## config.mk

```make
export PLATFORM = sky130hd
export DESIGN_NAME = alu_share_arbiter
export DESIGN_NICKNAME = d
export VERILOG_FILES = /design/src/rtl/alu_share_arbiter.sv
export SDC_FILE = /design/constraint.sdc
export NUM_CORES = 1
export LEC_CHECK = 0
export CAP_MARGIN = 0
export CORE_AREA = 3 3 112 114
export DETAILED_ROUTE_END_ITERATION = 12
export DIE_AREA = 0 0 115 117
export DONT_BUFFER_PORTS = 1
export PLACE_DENSITY = 0.58
export SLEW_MARGIN = 20
export SYNTH_ARGS = -nofsm -noshare
export SYNTH_HDL_FRONTEND = slang
export SYNTH_SLANG_ARGS = --single-unit
```

## constraint.sdc

```tcl
create_clock -name Clk -period 3.55 [get_ports Clk]
set_input_delay 0.71 -clock Clk [delete_from_list [all_inputs] [get_ports Clk]]
set_output_delay 0.71 -clock Clk [all_outputs]
set_load 0.005 [all_outputs]
```

## src/rtl/alu_share_arbiter.sv

```systemverilog
// Round-robin share of one combinational ALU between Req0 (EX path) and Req1 (branch unit); ALU_ARB_STATS_EN adds grant/stall counters.
// Latency: accept at edge N, operands on Alu* in cycle N+1, response valid from edge N+1; one op per cycle when unstalled.
// Backpressure: a held S2 holds S1 and drops both request readys; Flush empties both stages without responding.
module alu_share_arbiter #(
    parameter int DATA_W = 32,
    parameter int CTL_W  = 6,
    parameter int CNT_W  = 16
) (
    input  logic              Clk,
    input  logic              Rst,
    input  logic              Flush,
    input  logic              Req0Valid,
    input  logic              Req1Valid,
    output logic              Req0Ready,
    output logic              Req1Ready,
    input  logic [CTL_W-1:0]  Req0Ctl,
    input  logic [CTL_W-1:0]  Req1Ctl,
    input  logic [DATA_W-1:0] Req0A,
    input  logic [DATA_W-1:0] Req1A,
    input  logic [DATA_W-1:0] Req0B,
    input  logic [DATA_W-1:0] Req1B,
    output logic [CTL_W-1:0]  AluCtl,
    output logic [DATA_W-1:0] AluA,
    output logic [DATA_W-1:0] AluB,
    input  logic [DATA_W-1:0] AluResult,
    input  logic              AluZero,
    input  logic              AluOverflow,
    output logic              Resp0Valid,
    output logic              Resp1Valid,
    input  logic              Resp0Ready,
    input  logic              Resp1Ready,
`ifdef ALU_ARB_STATS_EN
    output logic [CNT_W-1:0]  Grant0Count,
    output logic [CNT_W-1:0]  Grant1Count,
    output logic [CNT_W-1:0]  StallCount,
`endif
    output logic [DATA_W-1:0] RespResult,
    output logic              RespZero,
    output logic              RespOverflow
);

    logic              s1_vld;
    logic              s1_owner;
    logic [CTL_W-1:0]  s1_ctl;
    logic [DATA_W-1:0] s1_a;
    logic [DATA_W-1:0] s1_b;

    logic              s2_vld;
    logic              s2_owner;
    logic [DATA_W-1:0] s2_result;
    logic              s2_zero;
    logic              s2_ovf;

    logic last_grant;
    logic consume, s2_free, s1_adv, s1_can;
    logic grant0, grant1, hs0, hs1, accept;

    assign consume = s2_vld & (s2_owner ? Resp1Ready : Resp0Ready);
    assign s2_free = !s2_vld | consume;
    assign s1_adv  = s1_vld & s2_free;
    assign s1_can  = !s1_vld | s1_adv;

    // On a tie the requester that did not win last time gets the slot.
    assign grant0 = Req0Valid & (!Req1Valid | last_grant);
    assign grant1 = Req1Valid & (!Req0Valid | !last_grant);

    // Rst gating keeps the readys low while reset is held, even with valids up.
    assign Req0Ready = grant0 & s1_can & !Flush & Rst;
    assign Req1Ready = grant1 & s1_can & !Flush & Rst;
    assign hs0       = Req0Valid & Req0Ready;
    assign hs1       = Req1Valid & Req1Ready;
    assign accept    = hs0 | hs1;

    assign AluCtl = s1_vld ? s1_ctl : '0;
    assign AluA   = s1_vld ? s1_a   : '0;
    assign AluB   = s1_vld ? s1_b   : '0;

    assign Resp0Valid   = s2_vld & !s2_owner;
    assign Resp1Valid   = s2_vld &  s2_owner;
    assign RespResult   = s2_result;
    assign RespZero     = s2_zero;
    assign RespOverflow = s2_ovf;

    always_ff @(posedge Clk or negedge Rst) begin
        if (!Rst) begin
            s1_vld     <= 1'b0;
            s1_owner   <= 1'b0;
            s1_ctl     <= '0;
            s1_a       <= '0;
            s1_b       <= '0;
            s2_vld     <= 1'b0;
            s2_owner   <= 1'b0;
            s2_result  <= '0;
            s2_zero    <= 1'b0;
            s2_ovf     <= 1'b0;
            last_grant <= 1'b1;
        end else if (Flush) begin
            s1_vld <= 1'b0;
            s2_vld <= 1'b0;
        end else begin
            if (accept) begin
                s1_vld     <= 1'b1;
                s1_owner   <= hs1;
                s1_ctl     <= hs1 ? Req1Ctl : Req0Ctl;
                s1_a       <= hs1 ? Req1A   : Req0A;
                s1_b       <= hs1 ? Req1B   : Req0B;
                last_grant <= hs1;
            end else if (s1_adv) begin
                s1_vld <= 1'b0;
            end

            if (s1_adv) begin
                s2_vld    <= 1'b1;
                s2_owner  <= s1_owner;
                s2_result <= AluResult;
                s2_zero   <= AluZero;
                s2_ovf    <= AluOverflow;
            end else if (consume) begin
                s2_vld <= 1'b0;
            end
        end
    end

`ifdef ALU_ARB_STATS_EN
    localparam logic [CNT_W-1:0] CNT_MAX = '1;
    logic stall;

    assign stall = (Req0Valid | Req1Valid) & !accept;

    always_ff @(posedge Clk or negedge Rst) begin
        if (!Rst) begin
            Grant0Count <= '0;
            Grant1Count <= '0;
            StallCount  <= '0;
        end else if (Flush) begin
            Grant0Count <= '0;
            Grant1Count <= '0;
            StallCount  <= '0;
        end else begin
            if (hs0 && Grant0Count != CNT_MAX) Grant0Count <= Grant0Count + 1'b1;
            if (hs1 && Grant1Count != CNT_MAX) Grant1Count <= Grant1Count + 1'b1;
            if (stall && StallCount != CNT_MAX) StallCount <= StallCount + 1'b1;
        end
    end
`endif

endmodule

```

# Word level (Yosys, flattened, before mapping)

Index checks and enable logic that the tools add are counted.

Bits in registers: 109
Bits of input ports: 181
Output and inout bits: 108
Word-level logic and storage cells: 55

Mux-type cells: 13
Bitwise operators: 20
Reductions and logical operators: 11

Operators with widths:

| operator            | number |
|---|---|
| two-way mux 32 bit  | 4 |
| AND 1 bit           | 14 |
| two-way mux 6 bit   | 2 |
| logical NOT 1 bit   | 7 |
| two-way mux 1 bit   | 7 |
| nonzero test 3 bit  | 2 |
| bitwise OR 1 bit    | 5 |
| AND reduction 2 bit | 2 |
| inverter 1 bit      | 1 |

# Longest topological paths before layout

Depth in word-level cells: 12
Depth in mapped cells: 5
Gate-level depth less buffers: 3

# Least setup slack after synthesis

No wires, ideal clock.

Path type: in2out
From: input port Req1Valid
To: output port Req1Ready
Arrival: 1.541 ns
Data required time: 2.840 ns
Path slack: 1.299 ns
Stages on the path: 4
Buffers on the path: 2
Cells stage by stage: a21boi_0 > buf_2 > buf_1 > and2_1

Longest elaborated chain between the ends: 4

RTL lines:

| what                   | RTL line | text |
|---|---|---|
| from (decl)            | 13       | `input logic Req1Valid,` |
| AND 1 bit              | 65       | `assign grant1 = Req1Valid & (!Req0Valid \| !last_grant);` |
| AND 1 bit (3 in a row) | 69       | `assign Req1Ready = grant1 & s1_can & !Flush & Rst;` |
| to (decl)              | 15       | `output logic Req1Ready,` |

Every way passes these cells.

# Final worst setup path

From: register s1_vld
To: output port Req0Ready

Longest elaborated chain between the ends: 5
Elaborated cells on any way between the ends: 6
Classes of those cells: bitwise (5); reduce/logical (1)

RTL lines:

| what                                                  | RTL line | text |
|---|---|---|
| from (decl)                                           | 42       | `logic s1_vld;` |
| from (signal assigned)                                | 86       | `s1_vld <= 1'b0;` |
| from (signal assigned)                                | 98       | `s1_vld <= 1'b0;` |
| from (signal assigned)                                | 102      | `s1_vld <= 1'b1;` |
| AND 1 bit / logical NOT 1 bit (equally long branches) | 60, 61   |  |
| bitwise OR 1 bit *                                    | 61       | `assign s1_can = !s1_vld \| s1_adv;` |
| AND 1 bit * (3 in a row)                              | 68       | `assign Req0Ready = grant0 & s1_can & !Flush & Rst;` |
| to (decl)                                             | 14       | `output logic Req0Ready,` |

Mark *: on every way between the ends. The rest lies on a longest branch, timed or not.

==> run_results.csv <==
group,metric,value,unit
clock_network,clkSlewWorstSetupHoldPaths,0.07,ns
critical_path,timing.critical_path.arrival,1.75,ns
floorplanning,coreArea,11500,µm²
power_and_ir_drop,cellPowerDensity,567,nW/µm²
drt,wire_per_inst,22.0,µm
critical_path,critical_path.startpoint_type,"register",
clock_network,post_cts_buffers,0,
power_and_ir_drop,report.power.total,0.00333,W
drt,route.antenna.remaining_nets,0,
global_route,grt_antenna_before_repair,0,
clock_network,clock_tree_from_tritoncts,"yes",
clock_network,holdBufCountCts,0,
drt,num_vias,3035,
global_route,grt_start_max_net_pins,111,
floorplanning,initial_utilization,47.3,%
layout,nFillCells,1041,
logic_synthesis,syn_area,5450,µm²
power_and_ir_drop,ir_worst_vdd,0.000270,V
global_route,grt_pass1_vias,3233,
job,max-cap-violations,0,
layout,multi_input_comb_area,2580,µm²
logic_synthesis,synthesis.instances,403,
sta,finalWorstPathRequiredPeriod,2.46,ns
sta,timing.clock.skew,0.00711,ns
critical_path,critical_path_buf_inv_count,0,
logic_synthesis,synth.top_cell.area_share,49.6,%
floorplanning,die_w,115,µm
drt,detail_route.drc_violations,0,
logic_synthesis,synth-seq-cells,109,
placed_design,routability_congestion_estimate_from_global_placement,0.689,
critical_path,timing.critical_path.to_type,"output pin",
global_route,first_pass_grt_wire_length,17.5,mm
global_route,grt_remaining_overflow,0,
sta,number_of_setup_violations_in_the_final_report,0,
logic_synthesis,yosysUniqueCellTypes,26,
power_and_ir_drop,cellLeakagePower,2.41,nW
floorplanning,dieHeight,117,µm
layout,layout.nets,573,
critical_path,r2r_setup_slack,1.48,ns
layout,num_antenna_cells,0,
floorplanning,fp.dieArea,13500,µm²
outcome,run_status,"completed",
floorplanning,top_level_ports,289,
logic_synthesis,avgSynthCellArea,13.5,µm²
logic_synthesis,netlist_top_cells_area,"sky130_fd_sc_hd__dfrtp_1 (50%), sky130_fd_sc_hd__mux2_2 (35%), sky130_fd_sc_hd__and2_1 (8.4%), sky130_fd_sc_hd__mux2_1 (1.2%), sky130_fd_sc_hd__buf_6 (1.0%)",
worst_hold_path,min-delay-path-class,"in -> async",
critical_path,regToRegStartpoint,"s1_vld",
clock_network,clock_tree.htree_level_count,3,
clock_network,post_cts_resized,0,
placed_design,detailed_place_hpwl,8.59,mm
drt,dr.pass1.iters,4,
clock_network,clkLatencyLatePin,0.34,ns
sta,setup_total_negative_slack,0,ns
sta,timing.max_slew.rel_slack,57.9,%
critical_path,cpPeakStageDelay,0.74,ns
critical_path,worstSetupPathType,"reg -> out",
sta,fin_crit_sh,69.3,%
logic_synthesis,synthesis.nets,584,
clock_network,cts_buffers,9,
drt,detailedRoute.firstIterationViolations,134,
sta,maxClockFrequency,407,MHz
layout,layout-drive-gt1-share,48.9,%
logic_synthesis,synth.largest_area_cell,"sky130_fd_sc_hd__dfrtp_1",
critical_path,reg2reg_depth,4,
critical_path,crit-reg2reg-capture,"RespResult[30]",
logic_synthesis,seq_area_frac_synth,50.0,%
clock_network,cts_root_buf,"sky130_fd_sc_hd__clkbuf_16",
global_route,grtUsageTotal,16.9,%
placed_design,numPortBuffers,0,
clock_network,clock_tree.buffer_depth,2,
critical_path,worstPathRequired,2.84,ns
critical_path,critPathTopFamily,"flip-flops",
critical_path,biggest_fanout_along_the_worst_timing_path,76,
drt,postRouteWirelength,11.9,mm
critical_path,cp_slowest_cell,"sky130_fd_sc_hd__dfrtp_4",
sta,drv_slew,0,
floorplanning,placement_rows,39,
critical_path,ordered_list_of_cells_on_the_worst_path,"a31oi_1, o211a_1",
sta,slew_worst_pin,0.632,ns
logic_synthesis,ys_warn_count,0,
drt,drt-vias-per-instance,5.62,
layout,area.sequential,2730,µm²
clock_network,cts_num_sinks,109,
sta,rsz0062_at_grt,"false",
sta,final_report_hold_violation_count,0,
layout,flow.area_growth_from_synthesis,7.78,%
==> per-stage QoR <==
step / std cells / utilization [%] / instance area (µm²) / hold slack [ns] / worst slack (ns)
after floorplan: 403 / - / 5450 / 0.414 / 1.30
after global placement: 524 / 48.2 / 5550 / 0.417 / 1.16
after detailed placement: 524 / 48.2 / 5550 / 0.417 / 1.10
after CTS: 540 / 51.0 / 5870 / 0.0446 / 0.737
after global routing: 540 / 51.0 / 5880 / 0.0380 / 0.929
final: 540 / 51.0 / 5880 / 0.0603 / 1.09
==> registers in the layout, indices dropped and copies added, names as in the netlist, 6 cells and up <==
| register | count |
|---|---|
| s1_b | 32 |
| s1_a | 32 |
| RespResult | 32 |
| s1_ctl | 6 |
==> synth_stat cells <==
| cell | instances |
|---|---|
| sky130_fd_sc_hd__buf_6 | 5 |
| sky130_fd_sc_hd__and2_1 | 73 |
| sky130_fd_sc_hd__a31oi_1 | 1 |
| sky130_fd_sc_hd__nand2b_1 | 2 |
| sky130_fd_sc_hd__o211a_1 | 1 |
| sky130_fd_sc_hd__mux2_1 | 6 |
| sky130_fd_sc_hd__dfrtp_1 | 108 |
| sky130_fd_sc_hd__inv_1 | 2 |
| sky130_fd_sc_hd__buf_1 | 1 |
| sky130_fd_sc_hd__a21boi_0 | 1 |
| sky130_fd_sc_hd__clkbuf_1 | 15 |
| sky130_fd_sc_hd__a21oi_1 | 1 |
| sky130_fd_sc_hd__a2bb2oi_1 | 1 |
| sky130_fd_sc_hd__nor2b_1 | 1 |
| sky130_fd_sc_hd__dfstp_2 | 1 |
| sky130_fd_sc_hd__a311oi_1 | 1 |
| sky130_fd_sc_hd__nand3_1 | 1 |
| sky130_fd_sc_hd__a311oi_4 | 1 |
| sky130_fd_sc_hd__o22ai_1 | 1 |
| sky130_fd_sc_hd__buf_4 | 2 |
| sky130_fd_sc_hd__a21oi_2 | 1 |
| sky130_fd_sc_hd__mux2_2 | 169 |
| sky130_fd_sc_hd__buf_2 | 4 |
| sky130_fd_sc_hd__nor2_1 | 2 |
| sky130_fd_sc_hd__mux2i_1 | 1 |
| sky130_fd_sc_hd__o2bb2ai_1 | 1 |
==> layout make-up <==
| class | instances | share of cell area (%) |
|---|---|---|
| repair buffers | 5 | 0.852 |
| multi-input cells | 265 | 44.0 |
| clock inverters | 6 | 1.62 |
| clock buffers | 10 | 3.90 |
| flip-flops and latches | 109 | 46.5 |
| inverters | 2 | 0.128 |
| well taps | 143 | 3.04 |
==> routing by layer <==
metal	track usage (%)	wire length [µm]	share of wire, %
met2	28.9	6190	52
met1	19.3	4280	36
met3	7.10	1310	11
met4	5.40	89	0.75
met5	0	0	0
==> logic make-up after synthesis <==
logic type	synth area share, %
AND/OR/NAND/NOR	8.95
flip-flops	50.0
multiplexers	36.3
buffers and inverters	2.91
AO/OA/AOI/OAI	1.77
==> power breakdown <==
part           internal, W  switching [W]  leakage, nW  total (W)
clock network     0.000626       0.000454        0.157    0.00108
logic             0.000350       0.000198        0.961   0.000547
registers          0.00153       0.000172         1.29    0.00170
==> worst max-delay path by stage <==
stage               cells past startpoint      start       endpoint
global route                            2     s1_vld      Req0Ready
CTS                                     2     s1_vld      Req1Ready
detailed placement                      2     s1_vld      Req1Ready
finish                                  2     s1_vld      Req0Ready
global placement                        4     s1_vld  RespResult[3]
floorplan                               4  Req1Valid      Req1Ready
==> cells in the final DEF (no fill, tap or decap) <==
cell type                   Yosys  layout
sky130_fd_sc_hd__buf_4          2       4
sky130_fd_sc_hd__dfrtp_1      108     107
sky130_fd_sc_hd__nand3_1        1       1
sky130_fd_sc_hd__mux2i_1        1       1
sky130_fd_sc_hd__o2bb2ai_1      1       1
sky130_fd_sc_hd__nor2_1         2       2
sky130_fd_sc_hd__a21oi_4        0       1
sky130_fd_sc_hd__o211a_1        1       1
sky130_fd_sc_hd__and2_1        73      73
sky130_fd_sc_hd__a21boi_4       0       1
sky130_fd_sc_hd__dfstp_2        1       1
sky130_fd_sc_hd__a311oi_4       1       1
sky130_fd_sc_hd__a311oi_1       1       1
sky130_fd_sc_hd__mux2_2       169     169
sky130_fd_sc_hd__nand2b_1       2       2
sky130_fd_sc_hd__inv_1          2       2
sky130_fd_sc_hd__clkbuf_16      0       9
sky130_fd_sc_hd__buf_12         0       1
sky130_fd_sc_hd__a2bb2oi_1      1       1
sky130_fd_sc_hd__nor2b_1        1       1
sky130_fd_sc_hd__mux2_1         6       6
sky130_fd_sc_hd__a21oi_1        1       1
sky130_fd_sc_hd__clkbuf_1      15       1
sky130_fd_sc_hd__a31oi_1        1       1
sky130_fd_sc_hd__inv_6          0       1
sky130_fd_sc_hd__dfrtp_4        0       1
sky130_fd_sc_hd__bufinv_16      0       2
sky130_fd_sc_hd__o22ai_1        1       1
sky130_fd_sc_hd__clkinv_4       0       3
Power figures use the tool's default switching activity.
